## config.mk

```make
export PLATFORM = sky130hd
export DESIGN_NAME = fpu_addsub_param
export DESIGN_NICKNAME = d
export VERILOG_FILES = /design/src/rtl/fpu_addsub_param.sv
export SDC_FILE = /design/constraint.sdc
export NUM_CORES = 1
export LEC_CHECK = 0
export ABC_AREA = 1
export BUFFER_PORTS_ARGS = -buffer_cell sky130_fd_sc_hd__buf_2
export CORE_ASPECT_RATIO = 0.9
export CORE_UTILIZATION = 35
export DETAILED_ROUTE_END_ITERATION = 8
export GPL_ROUTABILITY_DRIVEN = 0
export SYNTH_ARGS = -nofsm -noshare
export SYNTH_HDL_FRONTEND = slang
export SYNTH_SLANG_ARGS = --single-unit
```

## constraint.sdc

```tcl
create_clock -name clock -period 7.85 [get_ports clock]
set_input_delay 0.785 -clock clock [delete_from_list [all_inputs] [get_ports clock]]
set_output_delay 0.785 -clock clock [all_outputs]
set_load 0.02 [all_outputs]
```

## src/rtl/fpu_addsub_param.sv

```systemverilog
// Parametrised floating-point adder/subtractor with a valid/ready handshake.
// A multi-cycle FSM datapath runs ALIGN -> ADD -> NORM -> ROUND and then holds
// the result in DONE until the consumer accepts it.
// Format is {sign, exp, man} with a hidden leading 1. exp==0 means zero,
// and there are no denormals.
module fpu_addsub_param #(
  parameter int EXP_W = 6,
  parameter int MAN_W = 25,
  localparam int W = 1 + EXP_W + MAN_W
) (
  input  logic         clock,
  input  logic         reset,
  input  logic         in_valid,
  output logic         in_ready,
  input  logic         op_sub,
  input  logic [W-1:0] op_A_in,
  input  logic [W-1:0] op_B_in,
  output logic         out_valid,
  input  logic         out_ready,
  output logic [W-1:0] data_out,
  output logic [3:0]   status_out
);

  // Significand field: hidden bit, fraction, guard, round, sticky
  localparam int SW = MAN_W + 4;
  localparam int LW = $clog2(SW);
  // Signed working exponent, wide enough for +1 carry and -LZC underflow
  localparam int XW = EXP_W + LW + 2;
  localparam int MW = MAN_W + 1;
  localparam logic [XW-1:0] EXP_MAX  = XW'((1 << EXP_W) - 1);
  localparam logic [XW-1:0] EXP_ONE  = XW'(1);
  localparam logic [XW-1:0] EXP_ZERO = '0;

  typedef enum logic [2:0] {
    S_IDLE, S_ALIGN, S_ADD, S_NORM, S_ROUND, S_DONE
  } state_t;

  state_t state_q, state_d;

  logic [W-1:0]  a_q, b_q;
  logic          sign_q, eff_sub_q;
  logic [XW-1:0] exp_q;
  logic [SW-1:0] big_q, small_q, norm_q;
  logic [SW:0]   sum_q;

  assign in_ready  = (state_q == S_IDLE);
  assign out_valid = (state_q == S_DONE);

  // State register
  always_ff @(posedge clock or posedge reset) begin
    if (reset) state_q <= S_IDLE;
    else       state_q <= state_d;
  end

  // Next-state sequencing
  always_comb begin
    state_d = state_q;
    unique case (state_q)
      S_IDLE:  if (in_valid) state_d = S_ALIGN;
      S_ALIGN: state_d = S_ADD;
      S_ADD:   state_d = S_NORM;
      S_NORM:  state_d = S_ROUND;
      S_ROUND: state_d = S_DONE;
      S_DONE:  if (out_ready) state_d = S_IDLE;
      default: state_d = S_IDLE;
    endcase
  end

  // Alignment: order by magnitude, then shift the smaller one right with sticky
  logic              swap;
  logic [W-1:0]      big_w, small_w;
  logic [EXP_W-1:0]  big_exp, small_exp, diff;
  logic [SW-1:0]     big_sig, small_sig, small_al, lost;
  always_comb begin
    swap      = a_q[W-2:0] < b_q[W-2:0];
    big_w     = swap ? b_q : a_q;
    small_w   = swap ? a_q : b_q;
    big_exp   = big_w[W-2:MAN_W];
    small_exp = small_w[W-2:MAN_W];
    big_sig   = (big_exp == '0) ? '0 : {1'b1, big_w[MAN_W-1:0], 3'b000};
    small_sig = (small_exp == '0) ? '0 : {1'b1, small_w[MAN_W-1:0], 3'b000};
    diff      = big_exp - small_exp;
    lost      = '0;
    small_al  = '0;
    if (int'(diff) > MAN_W + 2) begin
      small_al = (small_sig != '0) ? SW'(1) : '0;
    end else begin
      small_al    = small_sig >> diff;
      lost        = small_sig & ((SW'(1) << diff) - SW'(1));
      small_al[0] = small_al[0] | (|lost);
    end
  end

  // Normalisation: carry-out shifts right, otherwise leading-zero left shift
  logic [LW-1:0] lzc;
  logic [SW-1:0] norm_w;
  logic [XW-1:0] exp_norm;
  always_comb begin
    lzc = '0;
    for (int unsigned i = 0; i < SW; i++) begin
      if (sum_q[i]) lzc = LW'(SW - 1 - i);
    end
    norm_w   = sum_q[SW-1:0] << lzc;
    exp_norm = exp_q - XW'(lzc);
    if (sum_q[SW]) begin
      norm_w   = {sum_q[SW:2], sum_q[1] | sum_q[0]};
      exp_norm = exp_q + EXP_ONE;
    end
  end

  // Rounding (nearest-even) and range/status classification.
  // A normalised non-zero significand always has its MSB set, so a clear MSB
  // marks an exact zero result without a separate flag register.
  logic          rnd_up, inexact, ovf, unf, is_zero;
  logic [MW-1:0] mant_r;
  logic [XW-1:0] exp_r;
  logic [W-1:0]  res_w;
  logic [3:0]    stat_w;
  always_comb begin
    is_zero = ~norm_q[SW-1];
    inexact = |norm_q[2:0];
    rnd_up  = norm_q[2] & (norm_q[1] | norm_q[0] | norm_q[3]);
    mant_r  = {1'b0, norm_q[SW-2:3]} + MW'(rnd_up);
    exp_r   = mant_r[MAN_W] ? exp_q + EXP_ONE : exp_q;
    ovf     = $signed(exp_r) > $signed(EXP_MAX);
    unf     = $signed(exp_r) <= $signed(EXP_ZERO);
    res_w   = {sign_q, exp_r[EXP_W-1:0], mant_r[MAN_W-1:0]};
    stat_w  = inexact ? 4'b1000 : 4'b0001;
    if (unf) begin
      res_w  = {sign_q, {(W-1){1'b0}}};
      stat_w = 4'b0100;
    end
    if (ovf) begin
      res_w  = {sign_q, {EXP_W{1'b1}}, {MAN_W{1'b0}}};
      stat_w = 4'b0010;
    end
    if (is_zero) begin
      res_w  = '0;
      stat_w = 4'b0001;
    end
  end

  // Datapath registers, one stage per FSM state
  always_ff @(posedge clock or posedge reset) begin
    if (reset) begin
      a_q        <= '0;
      b_q        <= '0;
      sign_q     <= 1'b0;
      eff_sub_q  <= 1'b0;
      exp_q      <= '0;
      big_q      <= '0;
      small_q    <= '0;
      sum_q      <= '0;
      norm_q     <= '0;
      data_out   <= '0;
      status_out <= 4'b0001;
    end else begin
      unique case (state_q)
        S_IDLE: if (in_valid) begin
          a_q <= op_A_in;
          b_q <= {op_B_in[W-1] ^ op_sub, op_B_in[W-2:0]};
        end
        S_ALIGN: begin
          sign_q    <= big_w[W-1];
          eff_sub_q <= big_w[W-1] ^ small_w[W-1];
          exp_q     <= XW'(big_exp);
          big_q     <= big_sig;
          small_q   <= small_al;
        end
        S_ADD: sum_q <= eff_sub_q ? ({1'b0, big_q} - {1'b0, small_q})
                                  : ({1'b0, big_q} + {1'b0, small_q});
        S_NORM: begin
          norm_q <= norm_w;
          exp_q  <= exp_norm;
        end
        S_ROUND: begin
          data_out   <= res_w;
          status_out <= stat_w;
        end
        default: ;
      endcase
    end
  end

endmodule

```

==> results.toml <==
[run]
cap_violations = 0

[routing]
detail_route.first_pass.iterations = 5
routed_via_density = 5.361
drcViolationCount = 0
detail_route.iter0.violations = 1294
route.final.wire_length_um = 52420
detail-route-antenna-nets = 0
routed-via-count = 17220
wire_per_inst_um = 16.33

[synth]
yosysWarnings = 0
mean_area_per_synthesized_cell_um2 = 6.755
ys_seq_elements = 232
async_flop_share_pct = 100.0
synth_nets = 2670
synthDominantAreaCellType = "dfrtp_1"
synthesis.area_um2 = 17120
synth_seq_area_share_pct = 33.91
synthesis.instances = 2535
yosys-top-cells-area = "dfrtp_1 (34%), nand2_1 (16%), o21ai_0 (8.0%)"
synth_edf_count = 0
netlist.area_leader.share_pct = 33.76
synth-main-ff-cell = "dfrtp_1"
yosys.cell_types.count = 69

[final_layout]
seqCellArea_um2 = 5807
multiInputGateArea_um2 = 9876
layout.filler_cells = 5071
number_of_antenna_diodes = 0
finished_core_util_pct = 39.41
post_layout_nonfiller_instances = 3211
layout_cells_sized_above_1_pct = 9.123
design.final.nets = 2704
area_delta_synth_final_pct = 10.75

[sta]
unrepaired_setup_endpoints_after_global_routing = "false"
fin_ws_ns = 2.018
maxClockFrequency_mhz = 171.5
tightest_slew_ns = 0.9567
fin_setup_tns_ns = 0
final-setup-viol-count = 0
fin_skew_ns = 0.01948
final.min_clock_period_ns = 5.832
relSlewSlack_pct = 35.55
finalHoldViolations = 0
slew_violations = 0
period_share_pct = 74.30

[placement]
dp.final_hpwl_um = 39460
place_ws_ns = 2.188
dp_cells = 3165
placement.io_buffers = 106

[floorplan]
die_height_um = 211.8
core_area_um2 = 48120
die_x_um = 235.1
boundaryPins = 107
row_count = 76
initial_util_pct = 35.59
die_area_um2 = 49810

[setup_path]
worst_setup_path_start_kind = "flip-flop"
cpMaxStageDelayCell = "ha_1"
crit_path_max_incr_delay_ns = 0.89
timing_worst_setup_path_type = "reg2reg"
cp_max_fo = 93
worst-endpoint-required_ns = 8.30
worstSetupEndpointType = "flip-flop"
worst_ep_arrival_time_ns = 6.28
worstPathBufferInverterCount = 4
critical_path.top_delay_family = "simple AND/OR/NAND/NOR gates"
path_common_cell = "nand2_1"

[outcome]
status = "completed"

[global_route]
grt_start_max_net_pins = 113
global_route_wire_length_before_repair_um = 85120
grt_pass1_vias = 16110
antenna_found_initial = 0
overflow = 0
track_usage_pct = 20.92

[cts]
clk_latency_ns = 0.56
cts_root_buffer_type = "clkbuf_16"
clk_path_buf_depth = 3
cts_setup_buffers = 0
hold_bufs_inserted_after_cts = 0
htreeDepth = 1
cts_tree = "yes"
numClockSinks = 232
post_cts_resized = 0
tritoncts.num_buffers = 26
worst_setup_hold_path_clk_slew_ns = 0.06

[worst_hold_path]
worstHoldPathType = "in2async"
worst paths after layout:
path                                           from                       end  slack [ns]  cells past startpoint
hold reg to reg            data_out[15]$_DFFE_PP0P_  data_out[15]$_DFFE_PP0P_        0.48                      2
max in group asynchronous                     reset  data_out[19]$_DFFE_PP0P_        6.08                      3
min in group clock                      op_A_in[18]       a_q[18]$_DFFE_PP0P_        0.42                      3
hold / removal                                reset       b_q[31]$_DFFE_PP0P_        0.37                      2
setup / recovery                b_q[25]$_DFFE_PP0P_    small_q[0]$_DFFE_PP0P_        2.02                     30
setup reg to reg                b_q[25]$_DFFE_PP0P_    small_q[0]$_DFFE_PP0P_        2.02                     30
cells in the final DEF (no fill, tap or decap), types with 10 or more instances in the layout:
cell type,count
inv_2,14
o211ai_1,18
nand3_1,271
buf_2,106
clkbuf_16,27
buf_4,21
ha_1,65
inv_1,224
nor3_1,26
xor2_1,57
nand2_2,10
xnor2_1,24
a21oi_1,113
nand4_1,19
o22ai_1,12
o21ai_1,42
nand2_1,732
o21ai_0,274
a31oi_1,13
nor2_1,151
dfrtp_1,231
a22oi_1,10
cell type report:
type | instances | share of cell area [%]
clock buffer | 40 | 4.243
clock inverter | 6 | 0.4487
inverter | 243 | 4.863
multi-input combinational | 1939 | 52.08
sequential | 232 | 30.62
tap | 624 | 4.117
timing repair buffer | 127 | 3.629
cells in the mapped netlist, types with 4 or more instances:
cell and number:
a211oi_1 5, a21boi_1 7, a21oi_1 113, a22oi_1 10
a31oi_1 13, buf_1 11, buf_2 15, buf_6 4
clkbuf_1 87, dfrtp_1 231, ha_1 65, inv_1 226
inv_2 13, nand2_1 732, nand2_2 10, nand3_1 271
nand4_1 19, nor2_1 151, nor2_2 7, nor2_4 5
nor3_1 26, nor4_1 8, o211ai_1 18, o21ai_0 274
o21ai_1 42, o21ai_2 8, o22ai_1 12, o31ai_1 7
or2_2 8, xnor2_1 24, xor2_1 57
layer usage:
| layer | vias to the layer above | track usage [%] | wire length, um |
|---|---|---|---|
| met5 | - | 0 | 0 |
| met4 | 0 | 6.602 | 1832 |
| met3 | 121 | 2.634 | 3308 |
| met2 | 633 | 34.56 | 23620 |
| met1 | 7985 | 28.41 | 23660 |
| li1 | 8476 | - | - |
cell families (layout without fill, tap and decap cells):
family	Yosys count	after routing	share of synthesized area, %
AO/OA/AOI/OAI	537	537	17.44
XOR/XNOR	81	81	4.143
adder cells (fa/ha/maj)	66	66	4.867
buffers and inverters	364	416	8.411
flip-flops	232	232	33.91
multiplexers	3	3	0.1754
AND/OR/NAND/NOR	1252	1252	31.05
sequential cells by signal, summed over array words and instances (netlist names):
signal / flops
b_q: 32
sum_q: 30
status_out: 4
big_q: 26
exp_q: 13
data_out: 32
small_q: 29
a_q: 32
sign_q: 1
norm_q: 29
eff_sub_q: 1
state_q: 3
metrics by stage:
stage | hold WS, ns | cell area [um2]
2_1_floorplan | 0.4566 | 17120
3_3_place_gp | 0.4597 | 18070
3_5_place_dp | 0.4685 | 18070
4_1_cts | 0.3982 | 18960
5_1_grt | 0.4151 | 18960
6_report | 0.3684 | 18960
Power is left out: the tool's default activity adds up to more than one toggle a clock period on the data nets, which glitch-free logic cannot reach.
